File: src/rtl/text_stream_pkg.sv
// Character ROM image, per-message base/length table and FSM encoding
// shared by the text streamer and its ROM.
package text_stream_pkg;

   localparam int PKG_NUM_MSG = 4;
   localparam int ROM_CHARS   = 29;

   typedef enum logic [1:0] {
      ST_IDLE  = 2'd0,
      ST_FETCH = 2'd1,
      ST_SEND  = 2'd2
   } state_t;

   localparam int MSG_BASE [PKG_NUM_MSG] = '{0, 14, 17, 23};
   localparam int MSG_LEN  [PKG_NUM_MSG] = '{14, 3, 6, 6};

   // "Soy de Zacapa\n", "OK\n", "READY\n", "ERROR\n"
   localparam logic [7:0] ROM_DATA [ROM_CHARS] = '{
      8'h53, 8'h6F, 8'h79, 8'h20, 8'h64, 8'h65, 8'h20, 8'h5A, 8'h61, 8'h63,
      8'h61, 8'h70, 8'h61, 8'h0A,
      8'h4F, 8'h4B, 8'h0A,
      8'h52, 8'h45, 8'h41, 8'h44, 8'h59, 8'h0A,
      8'h45, 8'h52, 8'h52, 8'h4F, 8'h52, 8'h0A
   };

   function automatic bit msg_table_ok(input int n, input int addr_w, input int len_w);
      msg_table_ok = (n >= 1) && (n <= PKG_NUM_MSG);
      for (int i = 0; i < PKG_NUM_MSG; i++) begin
         if (i < n && (MSG_LEN[i] < 1 ||
                       MSG_BASE[i] + MSG_LEN[i] > (1 << addr_w) ||
                       MSG_BASE[i] + MSG_LEN[i] > ROM_CHARS ||
                       MSG_LEN[i] > (1 << len_w) - 1))
            msg_table_ok = 1'b0;
      end
   endfunction

endpackage

File: src/rtl/text_stream_player_rom.sv
// Synchronous-read character ROM: data appears the cycle after rd_en, then holds.
// No backpressure; the read register clears on reset so the character output idles at zero.
module text_rom
   import text_stream_pkg::*;
#(
   parameter int DATA_W = 8,
   parameter int ADDR_W = 9
) (
   input  logic              clk,
   input  logic              rst_n,
   input  logic              rd_en,
   input  logic [ADDR_W-1:0] addr,
   output logic [DATA_W-1:0] data
);

   logic [DATA_W-1:0] data_q;
   logic [DATA_W-1:0] data_d;

   always_comb begin
      data_d = '0;
      for (int i = 0; i < ROM_CHARS; i++) begin
         if (addr == ADDR_W'(i))
            data_d = DATA_W'(ROM_DATA[i]);
      end
   end

   always_ff @(posedge clk or posedge rst_n) begin
      if (rst_n)
         data_q <= '0;
      else if (rd_en)
         data_q <= data_d;
   end

   assign data = data_q;

endmodule

File: src/rtl/text_stream_player.sv
// Plays one stored message a character at a time: start to first valid 2 cycles, 2 cycles/char.
// Each character is held on out_data until out_ready; abort drops it and returns to idle.
module text_stream_player
   import text_stream_pkg::*;
#(
   parameter int DATA_W  = 8,
   parameter int NUM_MSG = 4,
   parameter int SEL_W   = 2,
   parameter int ADDR_W  = 9,
   parameter int LEN_W   = 8
) (
   input  logic              clk,
   input  logic              rst_n,
   input  logic [SEL_W-1:0]  msg_sel,
   input  logic              start,
   input  logic              loop_en,
   input  logic              abort,
   output logic [DATA_W-1:0] out_data,
   output logic              out_valid,
   input  logic              out_ready,
   output logic              out_last,
   output logic              busy,
   output logic [LEN_W-1:0]  char_idx,
   output logic              sel_err
);

   if (!msg_table_ok(NUM_MSG, ADDR_W, LEN_W) || NUM_MSG > (1 << SEL_W)) begin : g_bad_cfg
      $error("text_stream_player: message table does not fit the configured parameters");
   end

   state_t            state_q;
   logic [ADDR_W-1:0] ptr_q, ptr_d, base_q, sel_base;
   logic [LEN_W-1:0]  idx_q, idx_d, len_q, sel_len;
   logic              out_valid_q, out_last_q, busy_q, sel_err_q;
   logic              sel_ok, hs, is_last;

   always_comb begin
      sel_ok   = 1'b0;
      sel_base = '0;
      sel_len  = '0;
      for (int i = 0; i < NUM_MSG; i++) begin
         if (msg_sel == SEL_W'(i)) begin
            sel_ok   = 1'b1;
            sel_base = ADDR_W'(MSG_BASE[i]);
            sel_len  = LEN_W'(MSG_LEN[i]);
         end
      end
   end

   assign hs      = out_valid_q & out_ready;
   assign is_last = (idx_q == len_q - LEN_W'(1));

   always_comb begin
      ptr_d = ptr_q;
      idx_d = idx_q;
      if (!abort) begin
         if (state_q == ST_IDLE && start && sel_ok) begin
            ptr_d = sel_base;
            idx_d = '0;
         end else if (hs) begin
            // Rewind on the last character; harmless when not looping.
            if (is_last) begin
               ptr_d = base_q;
               idx_d = '0;
            end else begin
               ptr_d = ptr_q + ADDR_W'(1);
               idx_d = idx_q + LEN_W'(1);
            end
         end
      end
   end

   always_ff @(posedge clk or posedge rst_n) begin
      if (rst_n) begin
         state_q     <= ST_IDLE;
         ptr_q       <= '0;
         idx_q       <= '0;
         base_q      <= '0;
         len_q       <= '0;
         out_valid_q <= 1'b0;
         out_last_q  <= 1'b0;
         busy_q      <= 1'b0;
         sel_err_q   <= 1'b0;
      end else begin
         ptr_q     <= ptr_d;
         idx_q     <= idx_d;
         sel_err_q <= 1'b0;
         if (abort) begin
            state_q     <= ST_IDLE;
            out_valid_q <= 1'b0;
            out_last_q  <= 1'b0;
            busy_q      <= 1'b0;
         end else begin
            case (state_q)
               ST_IDLE: begin
                  if (start) begin
                     if (sel_ok) begin
                        base_q  <= sel_base;
                        len_q   <= sel_len;
                        busy_q  <= 1'b1;
                        state_q <= ST_FETCH;
                     end else begin
                        sel_err_q <= 1'b1;
                     end
                  end
               end
               ST_FETCH: begin
                  out_valid_q <= 1'b1;
                  out_last_q  <= is_last;
                  state_q     <= ST_SEND;
               end
               ST_SEND: begin
                  if (out_ready) begin
                     out_valid_q <= 1'b0;
                     out_last_q  <= 1'b0;
                     if (is_last && !loop_en) begin
                        busy_q  <= 1'b0;
                        state_q <= ST_IDLE;
                     end else begin
                        state_q <= ST_FETCH;
                     end
                  end
               end
               default: state_q <= ST_IDLE;
            endcase
         end
      end
   end

   text_rom #(
      .DATA_W (DATA_W),
      .ADDR_W (ADDR_W)
   ) u_rom (
      .clk   (clk),
      .rst_n (rst_n),
      .rd_en (state_q == ST_FETCH),
      .addr  (ptr_q),
      .data  (out_data)
   );

   assign out_valid = out_valid_q;
   assign out_last  = out_last_q;
   assign busy      = busy_q;
   assign char_idx  = idx_q;
   assign sel_err   = sel_err_q;

endmodule

File: config.mk
export PLATFORM = sky130hd
export DESIGN_NAME = text_stream_player
export DESIGN_NICKNAME = d
export VERILOG_FILES = /design/src/rtl/text_stream_pkg.sv /design/src/rtl/text_stream_player_rom.sv /design/src/rtl/text_stream_player.sv
export SDC_FILE = /design/constraint.sdc
export NUM_CORES = 1
export LEC_CHECK = 0
export BUFFER_PORTS_ARGS = -buffer_cell sky130_fd_sc_hd__buf_2
export CAP_MARGIN = 20
export CORE_AREA = 10 10 143 92
export CTS_CLUSTER_DIAMETER = 60
export CTS_CLUSTER_SIZE = 25
export DETAILED_ROUTE_END_ITERATION = 10
export DIE_AREA = 0 0 153 102
export GPL_TIMING_DRIVEN = 0
export SLEW_MARGIN = 20
export SYNTH_ARGS = -nofsm -noshare
export SYNTH_HDL_FRONTEND = slang
export SYNTH_SLANG_ARGS = --single-unit
export TNS_END_PERCENT = 10
File: constraint.sdc
create_clock -name clk -period 2.7 [get_ports clk]
set_input_delay 0.135 -clock clk [delete_from_list [all_inputs] [get_ports clk]]
set_output_delay 0.135 -clock clk [all_outputs]
set_load 0.005 [all_outputs]
Yosys cells after proc, flatten, opt, wreduce, memory -nomap -nowiden

Cells that the tools add are included.
Widths: inputs -> output; s select.

$add $sub $neg: 3
Multiply operators: 0
Divide/modulo/power cells: 0
$lt $le $gt $ge: 0
Eq/ne operators: 38
Shift operators: 0
Multiplexer cells: 67
Bitwise operators: 2
Reduce and logical (&&, ||, !) cells: 15

Operator list:

| kind                | count |
|---|---|
| $mux 7              | 29 |
| $eq 9x5->1 const B  | 13 |
| $eq 9x4->1 const B  | 8 |
| $mux 8              | 6 |
| $mux 9              | 5 |
| $eq 9x3->1 const B  | 4 |
| $eq 9x2->1 const B  | 2 |
| $mux 1              | 17 |
| $ne 3x3->1 const B  | 4 |
| $add 9x1->9 const B | 1 |
| $eq 9x1->1 const B  | 1 |
| $logic_not 9->1     | 1 |
| $add 8x1->8 const B | 1 |
| $eq 8x8->1          | 1 |
| $mux 2              | 4 |
| $mux 4              | 2 |
| $sub 8x1->8 const B | 1 |
| $eq 2x2->1 const B  | 3 |
| $pmux 1 s2          | 3 |
| $pmux 2 s3          | 1 |
| $reduce_bool 3->1   | 2 |
| $reduce_and 5->1    | 1 |
| $eq 2x1->1 const B  | 2 |
| $logic_not 2->1     | 2 |
| 8 further kinds     | 11 |

Bits in registers: 48
Bits in latches: 0
RAM bits: 0
ROM bits: 0
Output and inout port bits: 20
Memories: 0

Longest topological paths before layout

Gate-level depths: netlist of run 1.

Word-level depth: 30
Gate-level depth with buffers: 9
Mapped depth without buffers: 8

Cells and area by module

A second synthesis of run 1 with hierarchy kept.

Cell total of the unflattened synthesis: 279
Area, all modules: 2467.4 µm²

By module, submodules not included:

| module             | times used | cells each | area an instance (µm²) |
|---|---|---|---|
| text_stream_player | 1          | 183        | 1749.2 |
| text_rom           | 1          | 96         | 718.2 |

Least setup slack after synthesis of run 1

Ideal clock, no wire load.

Kind: register to register
Start point: reg len_q[0]
End point: reg idx_q[7] (netlist: char_idx[7])
Setup time: 0.126 ns
Arrival time: 1.934 ns
Data required time: 2.574 ns
Path slack: 0.640 ns
Stages on the path, launching flop included: 9
Path buffers: 1
Cells stage by stage: dfrtp_1 -> nor3_1 -> ha_1 -> xnor2_1 -> nor4_2 -> and4_1 -> nor2_1 -> buf_2 -> a221o_1

Cells in the longest elaborated chain, start to end: 5

Ends and longest elaborated chain:

| item                   | RTL line                 | RTL |
|---|---|---|
| from (decl)            | text_stream_player.sv:33 | `logic [LEN_W-1:0] idx_q, idx_d, len_q, sel_len;` |
| from (signal assigned) | text_stream_player.sv:99 | `len_q <= sel_len;` |
| $sub 8x1->8            | text_stream_player.sv:51 | `assign is_last = (idx_q == len_q - LEN_W'(1));` |
| $eq 8x8->1             | text_stream_player.sv:51 |  |
| $mux 8                 | text_stream_player.sv:62 | `if (is_last) begin` |
| $mux 8                 | text_stream_player.sv:60 | `end else if (hs) begin` |
| $mux 8                 | text_stream_player.sv:57 | `if (state_q == ST_IDLE && start && sel_ok) begin` |
| to (signal assigned)   | text_stream_player.sv:86 | `idx_q <= idx_d;` |
| to (decl)              | text_stream_player.sv:33 |  |

No other way between the ends. The select of a mux whose other input is x is not followed.
A chain may end at the register's enable or synchronous reset.

Worst setup path after layout of run 1

Start point: reg ptr_q[0]
End point: reg u_rom.data_q[3] (netlist: u_rom.data[3])

Cells in the longest elaborated chain, start to end: 29

Ends and longest elaborated chain:

| item                   | RTL line                     | RTL |
|---|---|---|
| from (decl)            | text_stream_player.sv:32     | `logic [ADDR_W-1:0] ptr_q, ptr_d, base_q, sel_base;` |
| from (signal assigned) | text_stream_player.sv:85     | `ptr_q <= ptr_d;` |
| $eq 9x1->1             | text_stream_player_rom.sv:22 | `if (addr == ADDR_W'(i))` |
| $mux 7 (27 in series)  | text_stream_player_rom.sv:22 |  |
| $mux 7 *               | text_stream_player_rom.sv:22 |  |
| to (signal assigned)   | text_stream_player_rom.sv:31 | `data_q <= data_d;` |
| to (decl)              | text_stream_player_rom.sv:16 | `logic [DATA_W-1:0] data_q;` |

Mark *: on every way between the ends. The rest lies on a longest branch, timed or not.

==> impl_metrics.py, run 1 <==
metrics = {
    "outcome": {
        "status": "finished, final reports clean",
    },
    "floorplanning": {
        "rows": 29,
        "die_x_um": 153,
        "ios": 28,
        "core_sq_um": 10500,
        "dieHeight_um": 102,
        "start_util": 0.247,
        "dieArea_sq_um": 15600,
    },
    "worst_setup_path": {
        "worstPathRequired_ns": 2.86,
        "r2r-start": "ptr_q[0]$_DFFE_PP0P_",
        "setup.worst_path.start": "ptr_q[0]$_DFFE_PP0P_",
        "worstPathCellList": "ha_1 -> clkbuf_1 -> nor3_1 -> nor3_1 -> o21ai_0 -> o21ai_1 -> a31oi_1 -> nor2_1",
        "timing.rr.end": "u_rom.data[3]$_DFFE_PP0N_",
        "cp-start-kind": "flop",
        "critPathTopFamily": "simple AND/OR/NAND/NOR gates",
        "crit_slowest_cell": "nor3_1",
        "ff2ff_path_depth": 8,
        "cpMostUsedCell": "nor3_1",
        "crit_buf_inv": 1,
        "cp-end-kind": "flop",
        "r2r_slack_ns": 0.21,
        "crit_arrival_ns": 2.65,
        "cpPeakStageDelay_ns": 0.66,
        "crit_fanout": 8,
        "crit_cells": 8,
        "critPathKind": "flop to flop",
    },
    "layout": {
        "syn_to_final_growth_pct": 19.2,
        "final_cells": 489,
        "seqCellArea_sq_um": 901,
        "nets": 364,
        "drive_gt1_frac": 0.177,
        "final_util": 0.295,
        "fillCellCount": 1147,
        "n_antenna_cell": 0,
        "fin_area_sq_um": 3080,
        "multi_input_area_sq_um": 1530,
    },
    "sta": {
        "slew_violations": 0,
        "grt_setup_unrepaired": "no",
        "period_share": 0.922,
        "setup_viol": 0,
        "tns_ns": 0,
        "max_slew_margin": 0.510,
        "fin_skew_ns": 0.00331,
        "hold_violations": 0,
        "tightest_slew_ns": 0.729,
        "min_period_ns": 2.49,
        "fmax_ghz": 0.402,
    },
    "yosys": {
        "synth_area_sq_um": 2580,
        "ys_async_sr_fraction": 1.00,
        "synthFlopType": "dfrtp_1",
        "synthesis.instances": 314,
        "synth_cell_types": 66,
        "synth_seq_cells": 36,
        "ys_warn_count": 0,
        "synth_top_cell_area_share": 0.349,
        "yosys.area.top_type": "dfrtp_1",
        "synth_area_per_cell_sq_um": 8.22,
        "yosysSeqAreaShare": 0.349,
        "synth_edf_count": 0,
        "synth_area_leaders": "dfrtp_1 35%, nand2_1 5.2%, o21ai_0 4.5%, nor2_1 4.4%, a21oi_1 3.7%",
    },
    "clocking": {
        "htreeDepth": 2,
        "cts_tree": "yes",
        "numCtsBuffers": 5,
        "clk_latency_ns": 0.28,
        "cts_max_path_buffers": 2,
        "clkTransAtPathRegs_ns": 0.06,
        "cts_resized": 0,
        "numClockSinks": 36,
        "clockRootBuffer": "clkbuf_16",
    },
    "placed_design": {
        "dp.cells": 480,
        "place_hpwl_um": 5680,
        "globalplace.congestion": 0.913,
        "io_buffers": 25,
        "placed_area_sq_um": 2900,
    },
    "pwr": {
        "power_mw": 3.02,
        "vdd_drop_max_mv": 0.427,
        "power.density_nw_per_um2": 982,
        "p_leak_nw": 1.30,
    },
    "drt": {
        "drtIter0Drc": 230,
        "num_vias": 2485,
        "dr.pass1.iters": 5,
        "drt-total-wl_um": 7580,
        "viasPerCell": 5.08,
        "route.detailed.wl_per_inst_um": 15.5,
        "drtAntennaViolNets": 0,
        "drc": 0,
    },
    "worst_hold_path": {
        "min_to": "state_q[0]$_DFFE_PP0P_",
        "worstHoldStart": "start",
        "hold_path_class": "primary input to flop",
        "whs_path_depth": 3,
    },
    "global_routing": {
        "grt_pass1_wl_um": 12700,
        "grt_use_total": 0.0986,
        "antenna_found_initial": 0,
        "grt_pass1_vias": 2364,
        "grt-ovfl-total": 0,
        "grt_max_degree": 28,
    },
    "job": {
        "drv_cap": 0,
    },
}
## worst max-delay path by stage
| stage | end | slack (ns) |
|---|---|---|
| 2_1_floorplan | char_idx[7]$_DFFE_PP0P_ | 0.64 |
| 5_1_grt | u_rom.data[3]$_DFFE_PP0N_ | 0.05 |
| 3_5_place_dp | u_rom.data[3]$_DFFE_PP0N_ | 0.34 |
| 3_3_place_gp | u_rom.data[3]$_DFFE_PP0N_ | 0.30 |
| 4_1_cts | u_rom.data[3]$_DFFE_PP0N_ | 0.31 |
| 6_report | u_rom.data[3]$_DFFE_PP0N_ | 0.21 |
## kinds of logic after synthesis
kind of cell	share of synthesized area
other cells	0.00145
buf+inv	0.0596
fa+ha+maj	0.0339
compound gates	0.250
flops	0.349
xor+xnor	0.0271
simple gates	0.267
mux	0.0126
## state kept, by name (all words and copies together) (netlist names), 2 cells and up
register / count
ptr_q: 9
len_q: 4
base_q: 2
u_rom.data: 7
char_idx: 8
state_q: 2
## layer usage
layer	vias to the layer above	routed length [um]	track usage
met5	-	0	0
met3	5	639	0.0302
met4	0	52	0.0255
met2	112	2820	0.126
met1	1173	4060	0.151
li1	1195	-	-
## repair_timing
item                                    in CTS  in global routing
endpoints found under the hold margin        9                  0
buffers inserted                             0                  0
endpoints found under the setup margin       0                  0
hold buffers                                 1                  0
## Yosys cell counts (3+ instances only)
| master | number |
|---|---|
| nor2_1 | 30 |
| nor3_1 | 14 |
| a211o_1 | 3 |
| ha_1 | 7 |
| buf_4 | 4 |
| a21oi_1 | 19 |
| o21ai_1 | 12 |
| nand2b_1 | 5 |
| a22o_1 | 8 |
| nand2_1 | 36 |
| o211ai_1 | 3 |
| nand3_1 | 10 |
| a211oi_1 | 3 |
| dfrtp_1 | 36 |
| nor2b_1 | 6 |
| o21ai_0 | 23 |
| buf_2 | 6 |
| buf_1 | 3 |
| clkbuf_1 | 7 |
| nand3b_1 | 3 |
| xnor2_1 | 6 |
| inv_1 | 9 |
## cell usage in the layout (no fill, tap or decap), types with 4 or more instances in the layout
cell type   n
nand2_1    36
ha_1        7
a21oi_1    19
buf_2      31
o21ai_1    12
inv_1       8
xnor2_1     6
nand2b_1    5
nor2_1     30
o21ai_0    23
a22o_1      8
clkbuf_1    8
nand3_1    10
nor2b_1     6
dfrtp_1    36
clkbuf_16   5
buf_4       4
nor3_1     14
## where the power goes
part / internal, mW / switching [mW]
sequential: 0.670 / 0.143
clock: 0.434 / 0.222
combinational: 0.592 / 0.959
total: 1.70 / 1.32
## stage by stage
stage | hold WS [ns] | setup slack, ns
CTS | 0.121 | 0.308
global route | 0.136 | 0.0538
detailed placement | 0.0762 | 0.344
finish | 0.128 | 0.212
floorplan | 0.287 | 0.640
global placement | 0.425 | 0.299
## layout make-up
type / count / share of cell area
clock buffer: 6 / 0.0419
inverter: 9 / 0.0110
multi-input combinational: 248 / 0.497
tap: 139 / 0.0565
buffer: 22 / 0.0390
timing repair buffer: 27 / 0.0504
sequential: 36 / 0.293
clock inverter: 2 / 0.0114
## worst min-delay path, cell delays in order
cell,delay [ns]
buf_2,0.11
nand2b_1,0.06
a211oi_1,0.06
Note: power is estimated with default switching activity, not from simulation.
==> run 2, diff against run 1 <==
- CORE_AREA: 10 10 143 92 -> 10 10 109 72
- DIE_AREA: 0 0 153 102 -> 0 0 119 82
- PLACE_DENSITY: default -> 0.65
- clock period: 2.7 -> 2.15 ns (I/O delays scaled with it)
==> run 2 against run 1 <==
Count of clock-buffer cells in the layout up 1. Sequential share of layout area is 0.39 points higher. Register-to-register slack got worse by 0.21 ns. Maximum frequency grew 16%. Sequential cell count unchanged. Design area decreased by 1.3%. Critical path type unchanged.
==> impl_metrics.py, run 2 (synthesized netlist as in run 1, its figures left out) <==
metrics = {
    "outcome": {
        "status": "finished, final reports clean",
    },
    "layout": {
        "layout_common_cells": "36 x nand2_1, 36 x dfrtp_1, 30 x buf_2, 27 x nor2_1, 21 x o21ai_0",
        "nets": 367,
        "final_cells": 437,
        "n_antenna_cell": 0,
        "drive_gt1_frac": 0.227,
        "top_register": "ptr_q",
        "final_util": 0.516,
        "largest_reg_flops": 9,
        "syn_to_final_growth_pct": 17.7,
    },
    "clocking": {
        "clk_latency_ns": 0.28,
        "numClockSinks": 36,
        "numCtsBuffers": 5,
        "cts_tree": "yes",
        "clkTransAtPathRegs_ns": 0.07,
        "clockRootBuffer": "clkbuf_8",
        "htreeDepth": 2,
        "cts_max_path_buffers": 2,
    },
    "drt": {
        "route.detailed.wl_per_inst_um": 16.1,
        "drt-total-wl_um": 7040,
        "drtIter0Drc": 195,
        "dr.pass1.iters": 5,
        "viasPerCell": 5.77,
        "drc": 0,
        "num_vias": 2520,
        "drtAntennaViolNets": 0,
    },
    "floorplanning": {
        "start_util": 0.438,
        "die_x_um": 119,
        "dieHeight_um": 82,
        "ios": 28,
        "rows": 22,
        "core_sq_um": 5890,
        "dieArea_sq_um": 9760,
    },
    "worst_setup_path": {
        "critPathKind": "flop to flop",
        "worstPathRequired_ns": 2.37,
        "cp-end-kind": "flop",
        "cp-start-kind": "flop",
        "crit_fanout": 8,
        "crit_arrival_ns": 2.37,
    },
    "sta": {
        "period_share": 0.999,
        "tightest_slew_ns": 0.537,
        "setup_ws_ns": 0.00206,
        "setup_viol": 0,
        "min_period_ns": 2.15,
        "slew_violations": 0,
        "fin_skew_ns": 0.00764,
        "grt_setup_unrepaired": "yes",
        "hold_violations": 0,
        "fmax_ghz": 0.466,
        "max_slew_margin": 0.642,
    },
    "pwr": {
        "power_frac_clock": 0.136,
        "p_leak_nw": 1.30,
        "switching_share": 0.464,
        "power.density_nw_per_um2": 1160,
        "intPower_mw": 1.89,
        "combPwrFrac": 0.578,
        "vdd_drop_max_mv": 0.495,
        "sequentialPowerShare": 0.286,
        "p_sw_mw": 1.64,
    },
    "job": {
        "drv_cap": 0,
    },
    "global_routing": {
        "grt_pass1_wl_um": 11800,
        "grt_use_total": 0.144,
        "grt-ovfl-total": 0,
        "grt_max_degree": 21,
        "grt_pass1_vias": 2269,
        "antenna_found_initial": 0,
    },
    "placed_design": {
        "globalplace.congestion": 0.955,
        "dpl_worst_slack_ns": -0.219,
        "io_buffers": 25,
        "dp.cells": 425,
        "place_hpwl_um": 5230,
    },
    "worst_hold_path": {
        "hold_path_class": "primary input to flop",
    },
}
## run 2: cell types whose count changed in the layout (fill, tap and decap cells not counted), sizes merged
cell	delta
bufinv	-1
buf	+4
## run 2: cell type report
type / instances / area, sq um
clock buffer: 7 / 76.3
timing repair buffer: 31 / 193
buffer: 21 / 126
inverter: 9 / 33.8
sequential: 36 / 901
tap: 84 / 105
clock inverter: 1 / 8.76
fill: 576 / 2850
multi-input combinational: 248 / 1590
## run 2: through the flow
step | hold WS [ns] | power [mW] | instance area [sq um] | setup TNS, ns
global placement | 0.384 | 2.90 | 2820 | -1.66
finish | 0.103 | 3.52 | 3040 | 0
detailed placement | 0.127 | 2.89 | 2840 | -1.66
global route | 0.114 | 3.80 | 3040 | -1.05
floorplan | 0.259 | 2.37 | 2580 | 0
CTS | 0.0960 | 3.41 | 2980 | -0.0153
## run 2: metal layers
metal  up-vias  track usage  routed length [um]
li1       1198            -                   -
met1      1195        0.221                3560
met2       119        0.196                2790
met3         8       0.0397                 630
met4         0       0.0206                  62
met5         -            0                   0
## run 2: repair_timing
item,4_1_cts,5_1_grt
hold buffers,1,0
pin swaps,2,1
setup endpoints to repair,20,23
resized for setup,7,16
setup buffers,3,1
endpoints found under the hold margin,16,0
## run 2: worst paths after layout
| path | startpoint | endpoint | slack, ns | cells past startpoint |
|---|---|---|---|---|
| worst min register to register | u_rom.data[5]$_DFFE_PP0N_ | u_rom.data[5]$_DFFE_PP0N_ | 0.50 | 2 |
| worst max-delay path | ptr_q[0]$_DFFE_PP0P_ | u_rom.data[1]$_DFFE_PP0N_ | 0.002 | 8 |
| worst max register to register | ptr_q[0]$_DFFE_PP0P_ | u_rom.data[1]$_DFFE_PP0N_ | 0.002 | 8 |
| max in group asynchronous | rst_n | ptr_q[4]$_DFFE_PP0P_ | 1.36 | 4 |
| worst min-delay path | msg_sel[1] | base_q[0]$_DFFE_PP0P_ | 0.10 | 2 |
| min in group asynchronous | rst_n | base_q[0]$_DFFE_PP0P_ | 0.35 | 3 |
## run 2: worst max-delay path: stages, from the launching register on
cell,delay [ns]
dfrtp_1,0.43
inv_1,0.10
ha_1,0.27
nor2_2,0.29
nor2_1,0.08
o32a_1,0.29
a211o_1,0.29
a21oi_1,0.19
o22a_1,0.14
## run 2: power groups by stage
stage / Sequential (mW) / Combinational (mW) / Clock [mW]
6_report: 1.01 / 2.04 / 0.477
5_1_grt: 1.03 / 2.25 / 0.521
4_1_cts: 0.998 / 1.93 / 0.486
3_5_place_dp: 1.01 / 1.88 / 0
3_3_place_gp: 1.01 / 1.89 / 0
2_1_floorplan: 0.991 / 1.38 / 0
==> run 3, diff against run 2 <==
--- a/config.mk
+++ b/config.mk
@@ -14,5 +14,5 @@
 export DIE_AREA = 0 0 119 82
 export GPL_TIMING_DRIVEN = 0
-export PLACE_DENSITY = 0.65
+export SKIP_LAST_GASP = 1
 export SLEW_MARGIN = 20
 export SYNTH_ARGS = -nofsm -noshare
==> constraint.sdc (replaced) <==
create_clock -name clk -period 2.3 [get_ports clk]
set_input_delay 0.115 -clock clk [delete_from_list [all_inputs] [get_ports clk]]
set_output_delay 0.115 -clock clk [all_outputs]
set_load 0.05 [all_outputs]
==> run 3 against run 2 <==
Via count shrank 1.2%. First-iteration DRC count shrank 7.2%. Sequential cell count stayed put. Die area stayed put. Worst setup slack improved by 0.036 ns. Total power is 1.9% higher. Design area shrank 2.3%. Sequential share of layout area rose by 0.69 points. Critical path type unchanged. Largest power group unchanged.
==> impl_metrics.py, run 3 (synthesized netlist as in run 1, its figures left out) <==
metrics = {
    "worst_hold_path": {
        "hold_path_class": "primary input to flop",
        "worstHoldStart": "start",
        "whs_path_depth": 3,
        "min_to": "state_q[0]$_DFFE_PP0P_",
    },
    "clocking": {
        "clk_latency_ns": 0.29,
        "cts_tree": "yes",
        "cts_max_path_buffers": 2,
        "clkTransAtPathRegs_ns": 0.07,
        "htreeDepth": 2,
        "numCtsBuffers": 5,
        "clockRootBuffer": "clkbuf_8",
        "numClockSinks": 36,
    },
    "worst_setup_path": {
        "critPathKind": "flop to flop",
        "r2r-start": "ptr_q[0]$_DFFE_PP0P_",
        "r2r_slack_ns": 0.04,
        "worstPathRequired_ns": 2.53,
        "cp-start-kind": "flop",
        "crit_buf_inv": 1,
        "cp-end-kind": "flop",
        "worstPathCellList": "ha_1 -> clkbuf_1 -> nor2_2 -> nor2_1 -> o32a_1 -> a211o_1 -> a21oi_1 -> o22a_1",
        "crit_arrival_ns": 2.49,
        "timing.rr.end": "u_rom.data[1]$_DFFE_PP0N_",
        "crit_slowest_cell": "dfrtp_1",
        "cpPeakStageDelay_ns": 0.42,
        "setup.worst_path.start": "ptr_q[0]$_DFFE_PP0P_",
        "ff2ff_path_depth": 8,
        "crit_fanout": 8,
        "critPathTopFamily": "compound AO/OA/AOI/OAI gates",
    },
    "layout": {
        "largest_reg_flops": 9,
        "fillCellCount": 593,
        "drive_gt1_frac": 0.197,
        "layout_common_cells": "36 x nand2_1, 36 x dfrtp_1, 31 x buf_2, 29 x nor2_1, 23 x o21ai_0",
        "n_antenna_cell": 0,
        "nets": 365,
        "syn_to_final_growth_pct": 15.0,
        "final_cells": 435,
        "top_register": "ptr_q",
    },
    "floorplanning": {
        "dieArea_sq_um": 9760,
        "dieHeight_um": 82,
        "die_x_um": 119,
        "core_sq_um": 5890,
        "start_util": 0.438,
        "ios": 28,
        "rows": 22,
    },
    "sta": {
        "fin_skew_ns": 0.00844,
        "period_share": 0.983,
        "fmax_ghz": 0.442,
        "hold_violations": 0,
        "setup_viol": 0,
        "grt_setup_unrepaired": "yes",
        "min_period_ns": 2.26,
        "slew_violations": 0,
        "max_slew_margin": 0.602,
        "tightest_slew_ns": 0.597,
        "hold-worst-slack_ns": 0.104,
    },
    "pwr": {
        "power.density_nw_per_um2": 1210,
        "power_mw": 3.59,
        "p_leak_nw": 1.28,
        "vdd_drop_max_mv": 0.772,
    },
    "drt": {
        "drc": 0,
        "viasPerCell": 5.72,
        "drtAntennaViolNets": 0,
        "num_vias": 2489,
        "dr.pass1.iters": 5,
        "drt-total-wl_um": 7100,
        "route.detailed.wl_per_inst_um": 16.3,
        "drtIter0Drc": 181,
    },
    "job": {
        "drv_cap": 0,
    },
    "global_routing": {
        "grt_pass1_vias": 2269,
        "grt_use_total": 0.145,
        "antenna_found_initial": 0,
        "grt-ovfl-total": 0,
        "grt_pass1_wl_um": 11600,
        "grt_max_degree": 23,
    },
    "placed_design": {
        "place_hpwl_um": 5240,
        "io_buffers": 25,
        "dp.cells": 425,
        "globalplace.congestion": 0.960,
    },
    "outcome": {
        "status": "finished, final reports clean",
    },
}
## run 3: worst max path at each step
stage	to	slack [ns]	cells past startpoint
finish	u_rom.data[1]$_DFFE_PP0N_	0.04	8
global route	char_idx[7]$_DFFE_PP0P_	-0.08	8
CTS	u_rom.data[3]$_DFFE_PP0N_	0.0007	8
detailed placement	char_idx[7]$_DFFE_PP0P_	-0.03	8
global placement	char_idx[7]$_DFFE_PP0P_	-0.04	8
floorplan	char_idx[7]$_DFFE_PP0P_	0.22	8
## run 3: where the power goes
part           internal [mW]  switching [mW]
sequential             0.785           0.164
clock                  0.216           0.234
combinational          0.722            1.47
total                   1.72            1.86
## run 3: tightest hold or removal path: cells and delay by family
family,cells,cell delay (ns)
AOI/OAI and AO/OA,1,0.06
buffers and inverters,1,0.11
and+or+nand+nor,1,0.06
## run 3: metrics by stage
step | cell area, sq um | util | worst slack, ns | setup TNS (ns)
2_1_floorplan | 2580 | - | 0.225 | 0
3_3_place_gp | 2820 | 0.478 | -0.0359 | -0.0388
3_5_place_dp | 2840 | 0.483 | -0.0313 | -0.0313
4_1_cts | 2950 | 0.500 | 0.000694 | 0
5_1_grt | 2970 | 0.504 | -0.0765 | -0.281
6_report | 2970 | 0.504 | 0.0384 | 0
## run 3: repair_timing
item | 4_1_cts | 5_1_grt
hold buffers | 1 | 0
endpoints found under the setup margin | 2 | 20
endpoints found under the hold margin | 14 | 0
gates resized for setup | 1 | 9
pin swaps | 0 | 1
buffers inserted | 1 | 0
## run 3: metal layers
| layer | vias up | track usage | wire [um] |
|---|---|---|---|
| met4 | 0 | 0.0328 | 100 |
| met3 | 21 | 0.0397 | 625 |
| met1 | 1158 | 0.224 | 3770 |
| met5 | - | 0 | 0 |
| li1 | 1206 | - | - |
| met2 | 104 | 0.188 | 2600 |
## run 3: layout make-up
cell class                      instances  area (sq um)  share of cell area
Clock buffer                            7          76.3              0.0257
Clock inverter                          1          8.76             0.00295
Tap cell                               84           105              0.0354
Timing Repair Buffer                   28           170              0.0573
Inverter                                9          33.8              0.0114
Multi-Input combinational cell        248          1550               0.523
Sequential cell                        36           901               0.303
Buffer                                 22           123              0.0413
